File: src/rtl/rf_write_arbiter.sv
// Register-file write-port arbiter: pipeline writeback has priority, multi-cycle
// results wait in a small FIFO and drain into free cycles; PENDING tracks outstanding MC writes.
module rf_write_arbiter #(
   parameter int unsigned DEPTH = 2
) (
   input  logic        CLK,
   input  logic        RESET,
   input  logic        PIPE_WE,
   input  logic [3:0]  PIPE_A3,
   input  logic [31:0] PIPE_WD,
   input  logic        ISSUE_VALID,
   input  logic [3:0]  ISSUE_A3,
   input  logic        MC_VALID,
   input  logic [3:0]  MC_A3,
   input  logic [31:0] MC_WD,
   output logic        MC_READY,
   output logic        WE3,
   output logic [3:0]  A3,
   output logic [31:0] WD3,
   output logic [15:0] PENDING,
   output logic        ERR
);

   localparam int unsigned AW = $clog2(DEPTH);
   localparam int unsigned CW = $clog2(DEPTH) + 1;

   logic [3:0]       ent_a3 [DEPTH];
   logic [31:0]      ent_wd [DEPTH];
   logic [DEPTH-1:0] ent_v;
   logic [AW-1:0]    rd_ptr;
   logic [AW-1:0]    wr_ptr;
   logic [CW-1:0]    count;

   logic             pipe_go;
   logic             fifo_empty;
   logic             head_v;
   logic             pop;
   logic             push;
   logic             enq;
   logic             mc_r15;
   logic             mc_kill;
   logic             iss_r15;
   logic             err_set;
   logic [DEPTH-1:0] kill_mask;
   logic [15:0]      clr_mask;
   logic [15:0]      set_mask;

   // A valid head only leaves when the port is free; a killed head leaves regardless.
   always_comb begin
      pipe_go    = PIPE_WE && (PIPE_A3 != 4'hF);
      fifo_empty = (count == '0);
      head_v     = ent_v[rd_ptr];
      pop        = !fifo_empty && (!head_v || !pipe_go);
      MC_READY   = (count < CW'(DEPTH));
      push       = MC_VALID && MC_READY;
      mc_r15     = push && (MC_A3 == 4'hF);
      mc_kill    = push && pipe_go && (MC_A3 == PIPE_A3);
      enq        = push && !mc_r15 && !mc_kill;
      iss_r15    = ISSUE_VALID && (ISSUE_A3 == 4'hF);
   end

   always_comb begin
      kill_mask = '0;
      clr_mask  = '0;
      set_mask  = '0;
      for (int unsigned i = 0; i < DEPTH; i++) begin
         if (pipe_go && ent_v[i] && (ent_a3[i] == PIPE_A3))
            kill_mask[i] = 1'b1;
      end
      if ((kill_mask != '0) || mc_kill)
         clr_mask[PIPE_A3] = 1'b1;
      if (pop && head_v)
         clr_mask[ent_a3[rd_ptr]] = 1'b1;
      if (ISSUE_VALID && !iss_r15)
         set_mask[ISSUE_A3] = 1'b1;
      err_set = mc_r15 || iss_r15 || (ISSUE_VALID && PENDING[ISSUE_A3]);
   end

   always_comb begin
      WE3 = 1'b0;
      A3  = '0;
      WD3 = '0;
      if (pipe_go) begin
         WE3 = 1'b1;
         A3  = PIPE_A3;
         WD3 = PIPE_WD;
      end else if (!fifo_empty && head_v) begin
         WE3 = 1'b1;
         A3  = ent_a3[rd_ptr];
         WD3 = ent_wd[rd_ptr];
      end
   end

   always_ff @(posedge CLK) begin
      if (RESET) begin
         count   <= '0;
         rd_ptr  <= '0;
         wr_ptr  <= '0;
         ent_v   <= '0;
         PENDING <= '0;
         ERR     <= 1'b0;
      end else begin
         for (int unsigned i = 0; i < DEPTH; i++) begin
            if (kill_mask[i])
               ent_v[i] <= 1'b0;
         end
         // Pop and enqueue never target the same slot: pop needs count>0, enqueue needs count<DEPTH.
         if (pop) begin
            ent_v[rd_ptr] <= 1'b0;
            rd_ptr        <= rd_ptr + 1'b1;
         end
         if (enq) begin
            ent_v[wr_ptr] <= 1'b1;
            wr_ptr        <= wr_ptr + 1'b1;
         end
         count   <= count + CW'(enq) - CW'(pop);
         PENDING <= (PENDING & ~clr_mask) | set_mask;
         if (err_set)
            ERR <= 1'b1;
      end
   end

   always_ff @(posedge CLK) begin
      if (enq) begin
         ent_a3[wr_ptr] <= MC_A3;
         ent_wd[wr_ptr] <= MC_WD;
      end
   end

endmodule

File: config.mk
export PLATFORM = sky130hd
export DESIGN_NAME = rf_write_arbiter
export DESIGN_NICKNAME = d
export VERILOG_FILES = /design/src/rtl/rf_write_arbiter.sv
export SDC_FILE = /design/constraint.sdc
export NUM_CORES = 1
export LEC_CHECK = 0
export CORE_AREA = 8 8 105 107
export DETAILED_ROUTE_END_ITERATION = 8
export DIE_AREA = 0 0 113 115
export PLACE_DENSITY_LB_ADDON = 0.15
export SLEW_MARGIN = 25
export SYNTH_ARGS = -nofsm -noshare
export SYNTH_HDL_FRONTEND = slang
export SYNTH_SLANG_ARGS = --single-unit
File: constraint.sdc
create_clock -name CLK -period 4.2 [get_ports CLK]
set_input_delay 0.63 -clock CLK [delete_from_list [all_inputs] [get_ports CLK]]
set_output_delay 0.63 -clock CLK [all_outputs]
set_load 0.005 [all_outputs]
=== Yosys cells after proc, flatten, opt, wreduce, memory -nomap -nowiden ===
Memory sizes are Yosys's and may differ from the RTL's. A register that Yosys moved wholly into a read port is not among the register bits.
Cells that the tools add are included.

* Bits in writable memories: 72
* Bits of input ports: 81
* Output and inout port bits: 55
* Memories: 2
* Flip-flop bits (word level): 23
* Logic and storage cells: 108

* Bitwise gates (word level): 7
* Eq/ne operators: 6
* $lt $le $gt $ge: 11
* Add/subtract/negate cells: 4
* Reductions and logical operators: 34
* Multiplexer cells: 38

{| class="wikitable"
|+ Memory list
! memory !! depth !! width !! rd ports !! clocked after Yosys merged registers in !! write ports !! line !! source
|-
| ent_wd || 2 || 32 || 1 || 1 || 1 || 28 || <nowiki>logic [31:0] ent_wd [DEPTH];</nowiki>
|-
| ent_a3 || 2 || 4 || 3 || 1 || 1 || 27 || <nowiki>logic [3:0] ent_a3 [DEPTH];</nowiki>
|}

{| class="wikitable"
|+ Operator list
! kind !! count
|-
| $mux W32 || 2
|-
| $mux W16 || 3
|-
| $or A16 B16 Y16 || 2
|-
| $logic_and A1 B1 Y1 || 22
|-
| $mux W1 || 22
|-
| $and A16 B16 Y16 || 1
|-
| $not A16 Y16 || 1
|-
| $lt A4 B5 Y1 const B || 3
|-
| $demux W1 S4 || 3
|-
| $eq A4 B4 Y1 || 3
|-
| $ge A4 B1 Y1 const B || 3
|-
| $eq A4 B4 Y1 const B || 2
|-
| $mux W4 || 2
|-
| $logic_not A1 Y1 || 6
|-
| $mux W2 || 3
|-
| $bmux W1 S4 || 1
|-
| $logic_or A1 B1 Y1 || 4
|-
| $lt A1 B2 Y1 const B || 2
|-
| $ne A4 B4 Y1 const B || 1
|-
| $add A1 B1 Y1 const B || 2
|-
| $add A2 B1 Y2 || 1
|-
| $and A2 B2 Y2 || 1
|-
| $demux W1 S1 || 2
|-
| $ge A1 B1 Y1 const B || 2
|-
| other kinds (6) || 6
|}

=== Logic depth before layout (Yosys ltp) ===
Gate-level depths: netlist (run 1).

* Depth in word-level cells: 13
* Gate-level depth with buffers: 11
* Depth with buffers taken out: 10

=== Worst setup path after synthesis (run 1) ===
Ideal clock, no wire load.

* Kind: in2reg
* Start: input port PIPE_A3[3]
* End: memory ent_a3[1][0] (enable)
* Arrival: 2.448 ns
* Path slack: 1.355 ns
* Stages on the path: 5
* Setup time: 0.397 ns
* Data required time: 3.803 ns
* Cell sequence: buf_6 xor2_1 nor4_4 a2111oi_4 and2_1

* Longest elaborated chain between the ends: 8

{| class="wikitable"
|+ Ends and longest elaborated chain
! element !! line !! source
|-
| start: declaration || 9 || <nowiki>input logic [3:0] PIPE_A3,</nowiki>
|-
| $ne A4 B4 Y1 || 50 || <nowiki>pipe_go = PIPE_WE && (PIPE_A3 != 4'hF);</nowiki>
|-
| $logic_and A1 B1 Y1 || 50 ||
|-
| $logic_and A1 B1 Y1 || 57 || <nowiki>mc_kill = push && pipe_go && (MC_A3 == PIPE_A3);</nowiki>
|-
| $logic_and A1 B1 Y1 * || 57 ||
|-
| $logic_not A1 Y1 * || 58 || <nowiki>enq = push && !mc_r15 && !mc_kill;</nowiki>
|-
| $logic_and A1 B1 Y1 * || 58 ||
|-
| $mux W1 * || 124 || <nowiki>if (enq) begin</nowiki>
|-
| $mux W1 (not written as such) * || 125 || <nowiki>ent_a3[wr_ptr] <= MC_A3;</nowiki>
|-
| end: declaration || 27 ||
|}

Every way passes the cells marked *; elsewhere a longest branch is shown, timed or not.

=== Final worst setup path (run 1) ===
* Start: input port PIPE_A3[2]
* End: output port WD3[3]

* Longest elaborated chain between the ends: 3

{| class="wikitable"
|+ Ends and longest elaborated chain
! element !! line !! source
|-
| $ne A4 B4 Y1 || 50 ||
|-
| $logic_and A1 B1 Y1 || 50 ||
|-
| $mux W32 || 83 || <nowiki>if (pipe_go) begin</nowiki>
|-
| end: declaration || 19 || <nowiki>output logic [31:0] WD3,</nowiki>
|}

No other way between the ends.

==> results of run 1 <==
## per-layer routing
metal  GRT usage, %  part of all wire (%)  vias up
met5              0                     0        -
li1               -                     -     1788
met1           21.9                    40     1783
met2           34.8                    50      140
met4           7.55                   1.6        0
met3           6.46                   8.4       14
## per-stage QoR
step	util, %	instances	setup WS (ns)	hold WS, ns
after global routing	67.4	652	0.471	0.503
after detailed placement	65.5	637	0.645	0.473
final	67.4	652	0.637	0.477
after floorplan	-	405	1.36	0.466
after CTS	67.4	652	0.646	0.485
after global placement	65.5	637	0.729	0.466
## flip-flops by register name, summed over array words and instances, names as in the netlist, named ones only
name / count
ERR: 1
wr_ptr: 1
rd_ptr: 1
PENDING: 16
ent_a3: 8
ent_v: 2
ent_wd: 64
count: 2
## cells in the mapped netlist, drive strengths merged (6+ instances only)
master,number,share of area (%)
edfxtp,72,45
nand2,56,4.5
o21ai,37,3.9
mux2i,36,7.6
dfxtp,24,10
buf,19,3.0
nor2,14,1.1
o31ai,13,2.0
inv,11,0.87
a221oi,10,2.5
nand3,9,1.3
a31oi,8,1.1
nor3b,8,1.3
clkbuf,7,0.55
xor2,7,1.4
nand2b,6,0.84
## cell families after synthesis
family	synth area share, %
buffers and inverters	4.39
multiplexers	9.69
adder cells (fa/ha/maj)	0.525
AO/OA/AOI/OAI	14.5
flip-flops	55.5
XOR/XNOR	2.52
AND/OR/NAND/NOR	12.9
## layout by cell type, fill, tap and decap left out, types with 4 or more instances in the layout
cell type / synthesis / layout
o31ai_1: 13 / 13
o22ai_1: 5 / 5
mux2i_1: 36 / 36
a21oi_1: 4 / 4
nand3_1: 7 / 7
inv_1: 11 / 11
buf_4: 0 / 7
a21o_1: 5 / 5
o21ai_0: 37 / 37
a221oi_2: 5 / 5
a211oi_1: 4 / 4
dfxtp_1: 24 / 23
xnor2_1: 4 / 4
a31oi_1: 8 / 8
nor2b_1: 5 / 5
edfxtp_1: 72 / 72
xor2_1: 6 / 6
nand2_1: 55 / 55
clkbuf_8: 0 / 9
a221oi_1: 5 / 5
nor2_1: 14 / 13
nor3b_1: 8 / 8
nand2b_1: 5 / 5
nor3_1: 5 / 5
clkdlybuf4s50_1: 0 / 135
## where the power goes
group	total [mW]	switching (mW)	leakage, nW	internal (mW)
Clock	0.589	0.319	0.0929	0.270
Sequential	1.24	0.107	0.864	1.14
Combinational	0.720	0.354	1.20	0.366
Total	2.55	0.780	2.16	1.77
## how the worst max path moves through the flow
stage,start,end,slack (ns)
finish,PIPE_A3[2],WD3[3],0.64
global placement,PIPE_A3[2],WD3[15],0.73
floorplan,PIPE_A3[3],ent_a3[1][0],1.36
global route,PIPE_A3[2],WD3[7],0.47
detailed placement,PIPE_A3[2],WD3[7],0.65
CTS,PIPE_A3[2],WD3[7],0.65
## cell type report
| type | instances | area [um2] | share of cell area, % |
|---|---|---|---|
| Clock buffer | 9 | 124 | 1.94 |
| Clock inverter | 6 | 60.1 | 0.942 |
| Inverter | 11 | 41.3 | 0.647 |
| Multi-Input combinational cell | 272 | 1920 | 30.1 |
| Sequential cell | 96 | 2640 | 41.5 |
| Tap cell | 114 | 143 | 2.24 |
| Timing Repair Buffer | 144 | 1440 | 22.6 |
==> flow_summary.json, run 1 <==
{
  "htreeDepth": 3,
  "cts_tree": "done",
  "holdBufCountCts": 0,
  "initial_core_util_pct": 50.4,
  "antennaDiodeCount": 0,
  "first_pass_iters": 5,
  "fillers": 729,
  "synthesis.area_um2": 4760,
  "path_delay_family": "buffers and inverters",
  "synthArstFlopShare_pct": 0,
  "hold_viol": 0,
  "area_growth_pct": 33.8,
  "post-route-period-util_pct": 84.8,
  "skew_ns": 0.0131,
  "place.gp.congestion": 0.873,
  "pin_count": 136,
  "power_density_nw_per_um2": 400,
  "clockBufferDepth": 2,
  "grt_setup_unrepaired": "no",
  "grt_pass1_wl_mm": 20.0,
  "setup_tns_ns": 0,
  "ys_types": 54,
  "p_leak_nw": 2.16,
  "cts_sinks": 96,
  "finalNetCount": 617,
  "p_total_mw": 2.55,
  "cp_cell_sequence": "clkdlybuf4s50_1 > and4_4 > nor2_4 > buf_12 > nand2_1 > o21ai_0 > clkdlybuf4s50_1",
  "synth_ff_type": "edfxtp_1",
  "wl_per_cell_um": 19.7,
  "status": "complete, no violations",
  "cts_setup_buffers": 0,
  "ant_nets": 0,
  "antenna_found_initial": 0,
  "root_buffer": "clkbuf_8",
  "vdd_drop_max_v": 0.000225,
  "die_height_um": 115,
  "cap_violations": 0,
  "critPathKind": "in2out",
  "cp_slowest_cell": "clkdlybuf4s50_1",
  "hp-start": "PENDING[15]",
  "layout-drive-gt1-share_pct": 8.92,
  "cpMostUsedCell": "clkdlybuf4s50_1",
  "die_x_um": 113,
  "finalSetupViolCount": 0,
  "cts_resized": 0,
  "crit_arrival_ns": 2.93,
  "grtUsageTotal_pct": 19.8,
  "max_freq_mhz": 281,
  "io_buffers": 135,
  "drtIter0Drc": 230,
  "timing.rr.end": "PENDING[7]",
  "reg2reg_slack_ns": 2.06,
  "hold_class": "reg2reg",
  "overflow": 0,
  "crit_buf_inv": 3,
  "syn_area_per_cell_um2": 11.8,
  "wl_mm": 12.8,
  "dpl-instance-area_um2": 6190,
  "period_needed_ns": 3.56,
  "grt_max_degree": 37,
  "hold_end": "PENDING[15]",
  "drc": 0,
  "synth_cells": 405,
  "num_rows": 36,
  "viasPerCell": 5.71,
  "worst_ep_required_time_ns": 3.57,
  "crit_fanout": 26,
  "synth_edf_count": 72,
  "slew_headroom_pct": 30.6,
  "numCtsBuffers": 9,
  "via_count": 3725,
  "ff2ff_path_depth": 4,
  "dp_hpwl_mm": 9.61,
  "core_um2": 9460,
  "final_area_um2": 6380,
  "endpoint_kind": "output port",
  "worst_slew_pin_slew_ns": 1.04,
  "critPathMaxStageDelay_ns": 0.57,
  "hold_path_depth": 1,
  "first_global_vias": 3917,
  "yosys_warnings": 0,
  "cp.depth": 7,
  "fp.dieArea_um2": 13000,
  "maxSlewViolCount": 0,
  "synth_seq_area_share_pct": 55.5,
  "clk_pin_slew_worst_paths_ns": 0.09,
  "ys_ff_latch": 96,
  "cp-start-kind": "primary input",
  "clkLatencyLatePin_ns": 0.37,
  "synthesis.nets": 488
}
No activity file was read; power rests on OpenSTA's default activity.
==> run 2, diff against run 1 <==
CORE_AREA = 8 8 115 117   (was 8 8 105 107)
DIE_AREA = 0 0 123 125   (was 0 0 113 115)
clock period = 3.1 ns   (was 4.2 ns; I/O delays follow)
==> run 2 against run 1 <==
Worst hold slack got worse by 0.0017 ns. Combinational power rose by 44%. Sequential cell count did not move. Core utilization fell by 10 points. Clock power rose by 88%. Highest routed layer unchanged. Sequential power rose by 34%. Largest power group unchanged. Final cell count rose by 6.1%. First-iteration DRC count rose by 3.5%. Count of clock-buffer cells in the layout rose by 1.
==> flow_summary.json, run 2 (synthesis results as in run 1) <==
{
  "maxSlewViolCount": 0,
  "drtIter0Drc": 238,
  "viasPerCell": 5.37,
  "power_density_nw_per_um2": 576,
  "skew_ns": 0.00782,
  "initial_core_util_pct": 41.0,
  "overflow": 0,
  "slew_headroom_pct": 30.0,
  "holdBufCountCts": 0,
  "p_leak_nw": 2.25,
  "reg.largest.list": "ent_wd: 64 flops, PENDING: 16 flops, ent_a3: 8 flops",
  "crit_fanout": 21,
  "setup_tns_ns": 0,
  "io_buffers": 135,
  "crit_start": "PIPE_A3[2]",
  "layout_commonest_cell": "clkdlybuf4s50_1",
  "reg2reg_slack_ns": 1.03,
  "ff2ff_path_depth": 6,
  "hold_class": "reg2reg",
  "clkPwrFrac_pct": 29.0,
  "clkLatencyLatePin_ns": 0.33,
  "worst_slew_pin_slew_ns": 1.05,
  "critPathKind": "in2out",
  "grt_max_degree": 37,
  "largest_reg_flops": 64,
  "first_global_vias": 3862,
  "die_x_um": 123,
  "wl_per_cell_um": 18.3,
  "place.gp.congestion": 0.839,
  "grtUsageTotal_pct": 16.7,
  "pin_count": 136,
  "vdd_drop_max_v": 0.000298,
  "cts_sinks": 96,
  "endpoint_kind": "output port",
  "worst_ep_required_time_ns": 2.63,
  "clk_pin_slew_worst_paths_ns": 0.07,
  "ant_nets": 0,
  "first_pass_iters": 4,
  "hold_viol": 0,
  "finalNetCount": 623,
  "grt_setup_unrepaired": "no",
  "post-route-period-util_pct": 95.4,
  "swShare_pct": 28.9,
  "drc": 0,
  "wl_mm": 12.7,
  "comb_power_share_pct": 27.4,
  "htreeDepth": 3,
  "timing.rr.end": "PENDING[3]",
  "largest_register": "ent_wd",
  "layout-drive-gt1-share_pct": 9.91,
  "cts_tree": "done",
  "cap_violations": 0,
  "period_needed_ns": 2.96,
  "finalSetupViolCount": 0,
  "cts_setup_buffers": 0,
  "p_total_mw": 3.81,
  "clockBufferDepth": 2,
  "crit_arrival_ns": 2.49,
  "cts_resized": 0,
  "p_sw_mw": 1.10,
  "area_growth_pct": 38.8,
  "cp-start-kind": "primary input",
  "max_freq_mhz": 338,
  "pwr-share-seq_pct": 43.6,
  "internal-power_mw": 2.71,
  "dp_hpwl_mm": 9.47,
  "crit_end": "A3[0]",
  "status": "complete, no violations",
  "antenna_found_initial": 0,
  "core_um2": 11600,
  "die_height_um": 125,
  "layout_common_cells": "135 x clkdlybuf4s50_1, 72 x edfxtp_1, 55 x nand2_1",
  "antennaDiodeCount": 0,
  "fp.dieArea_um2": 15400,
  "num_rows": 40,
  "numCtsBuffers": 9,
  "via_count": 3718,
  "grt_pass1_wl_mm": 20.2,
  "root_buffer": "clkbuf_16"
}
run 2: changes by cell type in the layout (fill, tap and decap cells not counted):
cell        change
clkbuf_16       +9
clkbuf_8        -9
buf_12          +3
buf_4           +3
clkinv_4        +3
clkinv_2        -2
clkbuf_1        +1
clkinvlp_4      -1
run 2: critical path, stage by stage:
cell and delay [ns]:
clkdlybuf4s50_1 0.59, and4_4 0.30, o211ai_1 0.12, buf_4 0.22, o21ai_0 0.24, clkdlybuf4s50_1 0.55
run 2: per-layer routing:
metal  wire length (um)  global-route usage, %
met3               1070                   5.72
met4                164                   5.17
met1               5170                   20.0
met5                  0                      0
met2               6250                   27.6
run 2: area by class of cell:
| type | count | area [um2] |
|---|---|---|
| multi-input combinational | 272 | 1920 |
| sequential | 96 | 2640 |
| clock inverter | 6 | 68.8 |
| fill | 989 | 5000 |
| timing repair buffer | 150 | 1530 |
| inverter | 11 | 41.3 |
| clock buffer | 10 | 229 |
| tap | 147 | 184 |
run 2: how the worst min path moves through the flow:
stage,to,slack [ns],start,cells past startpoint
CTS,PENDING[15],0.48,PENDING[15],1
floorplan,wr_ptr,0.47,wr_ptr,2
finish,PENDING[15],0.48,PENDING[15],1
detailed placement,PENDING[15],0.47,PENDING[15],1
global placement,PENDING[15],0.47,PENDING[15],1
global route,PENDING[15],0.49,PENDING[15],1
run 2: per-stage QoR:
stage / cell area, um2 / cells / util (%) / worst slack, ns / hold WS [ns]
after floorplan: 4760 / 405 / - / 0.420 / 0.466
after detailed placement: 6320 / 676 / 54.4 / 0.168 / 0.467
final: 6620 / 692 / 57.0 / 0.142 / 0.476
after CTS: 6620 / 692 / 57.0 / 0.146 / 0.476
after global placement: 6320 / 676 / 54.4 / 0.218 / 0.467
after global routing: 6620 / 692 / 57.0 / 0.0674 / 0.489
run 2: power by group through the flow:
| stage | Combinational [mW] | Sequential [mW] | Clock (mW) |
|---|---|---|---|
| after CTS | 1.06 | 1.66 | 1.13 |
| final | 1.04 | 1.66 | 1.11 |
| after global placement | 1.04 | 1.68 | 0 |
| after global routing | 1.13 | 1.68 | 1.18 |
| after floorplan | 0.642 | 1.62 | 0 |
| after detailed placement | 1.05 | 1.69 | 0 |
